## src/rtl/ipsmacge_pkg.sv

```systemverilog
`default_nettype none
// ============================================================================
// Module      : ipsmacge_pkg
// Description : Shared types and helpers for the GE MAC variable delay line.
// Revision    : 1.0 - initial release
// ============================================================================
package ipsmacge_pkg;

    typedef enum logic {
        VD_FILL = 1'b0,
        VD_RUN  = 1'b1
    } vd_state_e;

    localparam int VD_DW   = 8;
    localparam int VD_MAXD = 16;

    // Maps a raw delay request onto the supported range 1..maxd.
    function automatic int unsigned clamp_dly(input int unsigned cfg, input int unsigned maxd);
        if (cfg == 0) begin
            return 1;
        end
        if (cfg > maxd) begin
            return maxd;
        end
        return cfg;
    endfunction

endpackage
`default_nettype wire

```

## src/rtl/ipsmacge_vd_ram.sv

```systemverilog
`default_nettype none
// ============================================================================
// Module      : ipsmacge_vd_ram
// Description : Simple dual-port register array, one write and one async read.
// Revision    : 1.0 - initial release
// ============================================================================
module ipsmacge_vd_ram #(
    parameter int WIDTH = 9,
    parameter int DEPTH = 16,
    parameter int AW    = 4
) (
    input  logic             clk,
    input  logic             we_i,
    input  logic [AW-1:0]    waddr_i,
    input  logic [WIDTH-1:0] wdata_i,
    input  logic [AW-1:0]    raddr_i,
    output logic [WIDTH-1:0] rdata_o
);

    logic [WIDTH-1:0] mem_q [DEPTH];

    always_ff @(posedge clk) begin
        if (we_i) begin
            mem_q[waddr_i] <= wdata_i;
        end
    end

    assign rdata_o = mem_q[raddr_i];

endmodule
`default_nettype wire

```

## src/rtl/ipsmacge_var_delay.sv

```systemverilog
`default_nettype none
// ============================================================================
// Module      : ipsmacge_var_delay
// Description : Runtime-programmable delay (1..MAXD) of a data word + valid.
// Revision    : 1.0 - initial release
// ============================================================================
module ipsmacge_var_delay
    import ipsmacge_pkg::*;
#(
    parameter int DW   = VD_DW,
    parameter int MAXD = VD_MAXD,
    parameter int AW   = $clog2(MAXD)
) (
    input  logic          clk,
    input  logic          rst,
    input  logic [AW:0]   cfg_dly,
    input  logic [DW-1:0] idat,
    input  logic          ivld,
    output logic [DW-1:0] odat,
    output logic          ovld,
    output logic          filling
);

    localparam logic [AW:0]   c_dly_one  = (AW+1)'(1);
    localparam logic [AW-1:0] c_addr_one = AW'(1);

    vd_state_e     state_q, state_d;
    logic [AW-1:0] wptr_q, wptr_d;
    logic [AW-1:0] cnt_q, cnt_d;
    logic [AW:0]   dly_q, dly_d;
    logic [DW-1:0] odat_q, odat_d;
    logic          ovld_q, ovld_d;
    logic          filling_q, filling_d;

    logic [AW:0]   w_dly_eff;
    logic [AW-1:0] w_raddr;
    logic [DW:0]   w_ram_rdata;
    logic [DW:0]   w_rd_word;

    assign w_dly_eff = (AW+1)'(clamp_dly(32'(cfg_dly), 32'(MAXD)));

    // D=MAXD drops to 0 in the low bits, so the read lands on wptr+1: the oldest slot.
    assign w_raddr = wptr_q - dly_q[AW-1:0] + c_addr_one;

    ipsmacge_vd_ram #(
        .WIDTH (DW + 1),
        .DEPTH (MAXD),
        .AW    (AW)
    ) u_ram (
        .clk     (clk),
        .we_i    (1'b1),
        .waddr_i (wptr_q),
        .wdata_i ({ivld, idat}),
        .raddr_i (w_raddr),
        .rdata_o (w_ram_rdata)
    );

    // With D=1 the read slot is the one being written this cycle.
    assign w_rd_word = (dly_q == c_dly_one) ? {ivld, idat} : w_ram_rdata;

    always_comb begin
        state_d   = state_q;
        wptr_d    = wptr_q + c_addr_one;
        cnt_d     = cnt_q;
        dly_d     = dly_q;
        odat_d    = '0;
        ovld_d    = 1'b0;
        filling_d = 1'b1;

        if (w_dly_eff != dly_q) begin
            dly_d   = w_dly_eff;
            cnt_d   = '0;
            state_d = VD_FILL;
        end else begin
            case (state_q)
                VD_FILL: begin
                    cnt_d = cnt_q + c_addr_one;
                    if ({1'b0, cnt_q} == dly_q - c_dly_one) begin
                        state_d = VD_RUN;
                    end
                end
                VD_RUN: begin
                    state_d = VD_RUN;
                end
                default: begin
                    state_d = VD_FILL;
                end
            endcase
        end

        // Outputs follow the state being entered so the first word lands exactly D cycles in.
        if (state_d == VD_RUN) begin
            {ovld_d, odat_d} = w_rd_word;
            filling_d        = 1'b0;
        end
    end

    always_ff @(posedge clk) begin
        if (rst) begin
            state_q   <= VD_FILL;
            wptr_q    <= '0;
            cnt_q     <= '0;
            dly_q     <= w_dly_eff;
            odat_q    <= '0;
            ovld_q    <= 1'b0;
            filling_q <= 1'b1;
        end else begin
            state_q   <= state_d;
            wptr_q    <= wptr_d;
            cnt_q     <= cnt_d;
            dly_q     <= dly_d;
            odat_q    <= odat_d;
            ovld_q    <= ovld_d;
            filling_q <= filling_d;
        end
    end

    assign odat    = odat_q;
    assign ovld    = ovld_q;
    assign filling = filling_q;

endmodule
`default_nettype wire

```

## config.mk

```make
export PLATFORM = sky130hd
export DESIGN_NAME = ipsmacge_var_delay
export DESIGN_NICKNAME = d
export VERILOG_FILES = /design/src/rtl/ipsmacge_pkg.sv /design/src/rtl/ipsmacge_vd_ram.sv /design/src/rtl/ipsmacge_var_delay.sv
export SDC_FILE = /design/constraint.sdc
export NUM_CORES = 1
export LEC_CHECK = 0
export CAP_MARGIN = 20
export CORE_MARGIN = 1
export CORE_UTILIZATION = 63
export DETAILED_ROUTE_END_ITERATION = 8
export DONT_BUFFER_PORTS = 1
export PLACE_DENSITY = 0.89
export SYNTH_ARGS = -nofsm -noshare
export SYNTH_HDL_FRONTEND = slang
export SYNTH_HIERARCHICAL = 1
export SYNTH_SLANG_ARGS = --single-unit
```

## constraint.sdc

```tcl
create_clock -name clk -period 3.95 [get_ports clk]
set_input_delay 0.395 -clock clk [delete_from_list [all_inputs] [get_ports clk]]
set_output_delay 0.395 -clock clk [all_outputs]
set_load 0.005 [all_outputs]
```

Yosys cells after proc, flatten, opt, wreduce, memory -nomap -nowiden
Memory sizes are Yosys's and may differ from the RTL's. A register that Yosys moved wholly into a read port is not among the register bits.
Cells that the tools add are included.
Widths: inputs -> output; s select.

operators by class
  $add $sub $neg = 5
  $mul = 0
  divide/modulo/power cells = 0
  $lt $le $gt $ge = 1
  equal/unequal tests = 2
  shift-type cells = 0
  muxes and demuxes = 13
  bitwise gates (word level) = 2
  reductions and logical operators = 4

operator list
  cell                 count
  $mux 5               5
  $add 4x1->4 const B  3
  $mux 1               7
  $eq 4x5->1           1
  $gt 5x5->1 const B   1
  $logic_not 5->1      1
  $ne 5x5->1           1
  $sub 5x1->5 const B  1
  $reduce_or 2->1      2
  $sub 4x4->4          1
  $not 1->1            2
  $pmux 1 s2           1
  $reduce_bool 2->1    1

word-level totals
  bits in registers = 15
  latch bits = 0
  RAM bits = 144
  bits in read-only memories = 0
  bits of input ports = 16
  output and inout bits = 10
  logic and storage cells = 33
  memories kept = 1

memories
  name         depth  width  rd ports  clocked after Yosys merged registers in  wr ports  line                   source
  u_ram.mem_q  16     9      1         1                                        1         ipsmacge_vd_ram.sv:20  logic [WIDTH-1:0] mem_q [DEPTH];

Depth between registers and ports, before layout
  word-level depth = 9
  gate-level depth with buffers = 15
  gate-level depth less buffers = 14

Hierarchy
The synthesis kept the hierarchy.

modules (own cells, without submodules)
  module              instances  cells each  area each (um^2)  sequential area each (um^2)
  ipsmacge_vd_ram     1          245         5600.4            4324.1
  ipsmacge_var_delay  1          135         1401.3            530.5

Least setup slack after synthesis
No wires, ideal clock.

  path type = register -> register
  start = register wptr_q[1]
  end = register odat_q[3] (netlist: odat[3])
  setup time = 0.150 ns
  data arrival time = 2.869 ns
  data required time = 3.800 ns
  path slack = 0.931 ns
  stages on the path, launching flop included = 16
  path buffers = 1
  period minus slack after synthesis = 3.019 ns
  path through = dfxtp_1 > inv_1 > ha_1 > inv_1 > ha_1 > inv_1 > fa_1 > xor2_1 > xnor2_1 > and2b_1 > clkdlybuf4s25_2 > a22oi_1 > nand2_1 > mux2_1 > nand3_1 > a2111oi_2

on the way
  word-level cells in the longest chain between the ends = 2

ends and longest elaborated chain
  item                      line                       source
  start: declaration        ipsmacge_var_delay.sv:28   logic [AW-1:0] wptr_q, wptr_d;
  start signal: assignment  ipsmacge_var_delay.sv:109  wptr_q <= wptr_d;
  $sub 4x4->4               ipsmacge_var_delay.sv:43   assign w_raddr = wptr_q - dly_q[AW-1:0] + c_addr_one;
  $add 4x1->4               ipsmacge_var_delay.sv:43
  via w_raddr[3]            ipsmacge_var_delay.sv:36   logic [AW-1:0] w_raddr;
  end signal: assignment    ipsmacge_var_delay.sv:112  odat_q <= odat_d;
  end: declaration          ipsmacge_var_delay.sv:31   logic [DW-1:0] odat_q, odat_d;

The timed path passes the listed nets, and every way through them passes these cells.
A chain may end at the register's enable or synchronous reset.

Worst setup path in the final report
  start = register wptr_q[1]
  end = register odat_q[2] (netlist: odat[2])

Same word-level chain as after synthesis.

==> flow_summary_export.csv <==
group,metric,value,unit
synth,synth_top_cell_by_area,"edfxtp_1",
status,outcome,"complete, no violations",
worst_setup_path,cp_cell_sequence,"inv_1, ha_1, inv_1, ha_1, inv_1, fa_1, xor2_1, xnor2_1, and2_1, a22oi_1, nand2_1, mux2i_1, a2111oi_1",
clock_network,cts_tree,"done",
synth,synth_cell_type_count,47,
global_routing,grt.total_usage,27.1,%
worst_setup_path,slowest_delay,0.55,ns
synth,synthTopCellsByArea,"edfxtp_1 (64%), mux4_2 (6.8%), mux4_1 (5.6%), dfxtp_1 (5.4%), a22oi_1 (1.9%)",
timing,tightestPinTransition,1.15,ns
clock_network,path_clk_slew,0.06,ns
final_layout,layout_common_cells,"edfxtp_1 (149), nor2_1 (23), mux4_2 (21), dfxtp_1 (19), a22oi_1 (18)",
worst_setup_path,crit_required,4.34,ns
clock_network,clk_latency,0.54,ns
synth,synth_seq_area_share,69.3,%
timing,rsz0062_at_grt,"false",
timing,tns,0,ns
detailed_routing,routedWlPerCell,26.1,um
detailed_routing,dr.first_iter.drc_count,360,
final_layout,diodes,0,
hold_path,hp-class,"input port to flip-flop",
floorplan,initial_core_util,64.6,%
worst_setup_path,cpMostUsedCell,"inv_1",
floorplan,rows,38,
final_layout,stdcell_area,7790,um2
pwr,vdd_drop_max,496,uV
global_routing,grt_pass1_vias,3648,
synth,synth_edf_count,149,
pwr,power,4200,uW
worst_setup_path,rrSetupSlack,0.56,ns
floorplan,die_w,107,um
placed_design,place.gp.congestion,0.735,
timing,clock.fmax,0.295,GHz
pwr,cellLeakagePower,0.00258,uW
synth,synth-async-reset-ratio,0,%
worst_setup_path,worst_setup_path_end_kind,"flip-flop",
final_layout,syn_to_final_growth,11.3,%
final_layout,final_core_util,71.9,%
pwr,powerDensity,539,nW/um2
worst_setup_path,critPathArrivalTime,3.79,ns
clock_network,hold_buffers,11,
placed_design,dpl.hpwl,8550,um
synth,synthesis.area,7000,um2
detailed_routing,routed_wl,14400,um
clock_network,cts_sinks,168,
global_routing,antenna_found_initial,1,
worst_setup_path,startpoint_type,"flip-flop",
timing,relSlewSlack,23.0,%
worst_setup_path,path_max_fanout,10,
floorplan,ioPinCount,26,
job,cap_viol_max_count,0,
detailed_routing,routed-via-count,3643,
synth,avgSynthCellArea,18.4,um2
synth,ys_ff_latch,168,
detailed_routing,drc,0,
detailed_routing,drt_pre_antenna_iters,7,
clock_network,cts_max_level,4,
timing,setup_violations,0,
clock_network,clk_path_buf_depth,2,
final_layout,drive_above_1_share,17.3,%
worst_setup_path,worstSetupPathType,"flip-flop to flip-flop",
detailed_routing,ant_nets,0,
floorplan,die_area,11500,um2
timing,hold_ws,0.0387,ns
clock_network,root_buffer,"clkbuf_8",
placed_design,portBuffers,0,
synth,yosysWarningCount,6,
detailed_routing,viasPerCell,6.61,
clock_network,cts.repair.resized,0,
global_routing,grt_pass1_wl,21200,um
worst_setup_path,cp_slowest_cell,"dfxtp_1",
clock_network,cts_buffers,17,
final_layout,nets,424,
synth,synthesis.instances,380,
timing,fin_skew,0.00709,ns
placed_design,place_area,7080,um2
global_routing,grt_overflow,0,
timing,hold_viol_final,0,
timing,slew_violations,0,
synth,ys.flop_type,"edfxtp_1",
clock_network,post_cts_buffers,0,
floorplan,core-area,10800,um2
synth,synth_top_area_share,63.9,%
final_layout,layout_commonest_cell,"edfxtp_1",
timing,finalCritPeriodShare,85.9,%
global_routing,grt_max_degree,37,
floorplan,die_y,107,um
timing,period_needed,3.39,ns
[worst max-delay path: cells and delay by family (launching register included)]
kind	cells	cell delay (ns)
compound gates	2	0.62
simple gates	2	0.55
flops	1	0.55
xor+xnor	2	0.43
mux	1	0.09
fa+ha+maj	3	0.81
buf+inv	3	0.20
[path summary, 6_finish.rpt]
kind              startpoint        to  cells after the start
setup / recovery   wptr_q[1]   odat[2]                     13
hold / removal    cfg_dly[4]  dly_q[1]                      1
hold reg to reg     cnt_q[3]  cnt_q[3]                      2
setup reg to reg   wptr_q[1]   odat[2]                     13
[Yosys cell counts, types with 7 or more instances]
cell and count:
edfxtp_1 149, nor2_1 23, mux4_2 21, dfxtp_1 19
a22oi_1 18, mux4_1 15, inv_1 11, nand2_1 11
nor3_1 10, ha_1 8, mux2i_1 8, xor2_1 8
xnor2_1 7
[where the power goes]
| part | leakage [uW] | internal (uW) | switching (uW) |
|---|---|---|---|
| clock network | 0.000284 | 1020 | 650 |
| registers | 0.00151 | 1960 | 21.3 |
| logic | 0.000782 | 236 | 314 |
[area by class of cell]
type	instances	area, um2
tap	140	175
multi-input combinational	183	1960
fill	621	3050
inverter	11	41.3
clock buffer	18	418
clock inverter	13	179
timing repair buffer	18	163
sequential	168	4850
[through the flow]
stage                     setup WS, ns  std cells
after floorplan                  0.931        383
final                            0.557        551
after global placement           0.760        508
after detailed placement         0.655        508
after CTS                        0.523        550
after global routing             0.379        551
[registers in the layout, indices dropped and copies added, names as in the netlist]
signal	count
state_q	1
filling	1
odat	8
dly_q	5
wptr_q	4
cnt_q	4
ovld	1
u_ram/mem_q	144
[logic make-up after synthesis]
group | count (synthesis) | share of synthesized area (%)
multiplexers | 46 | 13.8
AND/OR/NAND/NOR | 73 | 5.41
buffers and inverters | 32 | 3.07
flip-flops | 168 | 69.3
adder cells (fa/ha/maj) | 9 | 1.72
other | 1 | 0.0536
AO/OA/AOI/OAI | 36 | 4.68
XOR/XNOR | 15 | 1.88
[per-layer routing]
metal / global-route usage, % / routed length (um) / up-vias
li1: - / - / 1570
met1: 34.7 / 5770 / 1875
met2: 42.7 / 7070 / 162
met3: 8.41 / 1110 / 32
met4: 12.7 / 393 / 4
met5: 0 / 27 / -
Note: power is estimated with default switching activity, not from simulation.
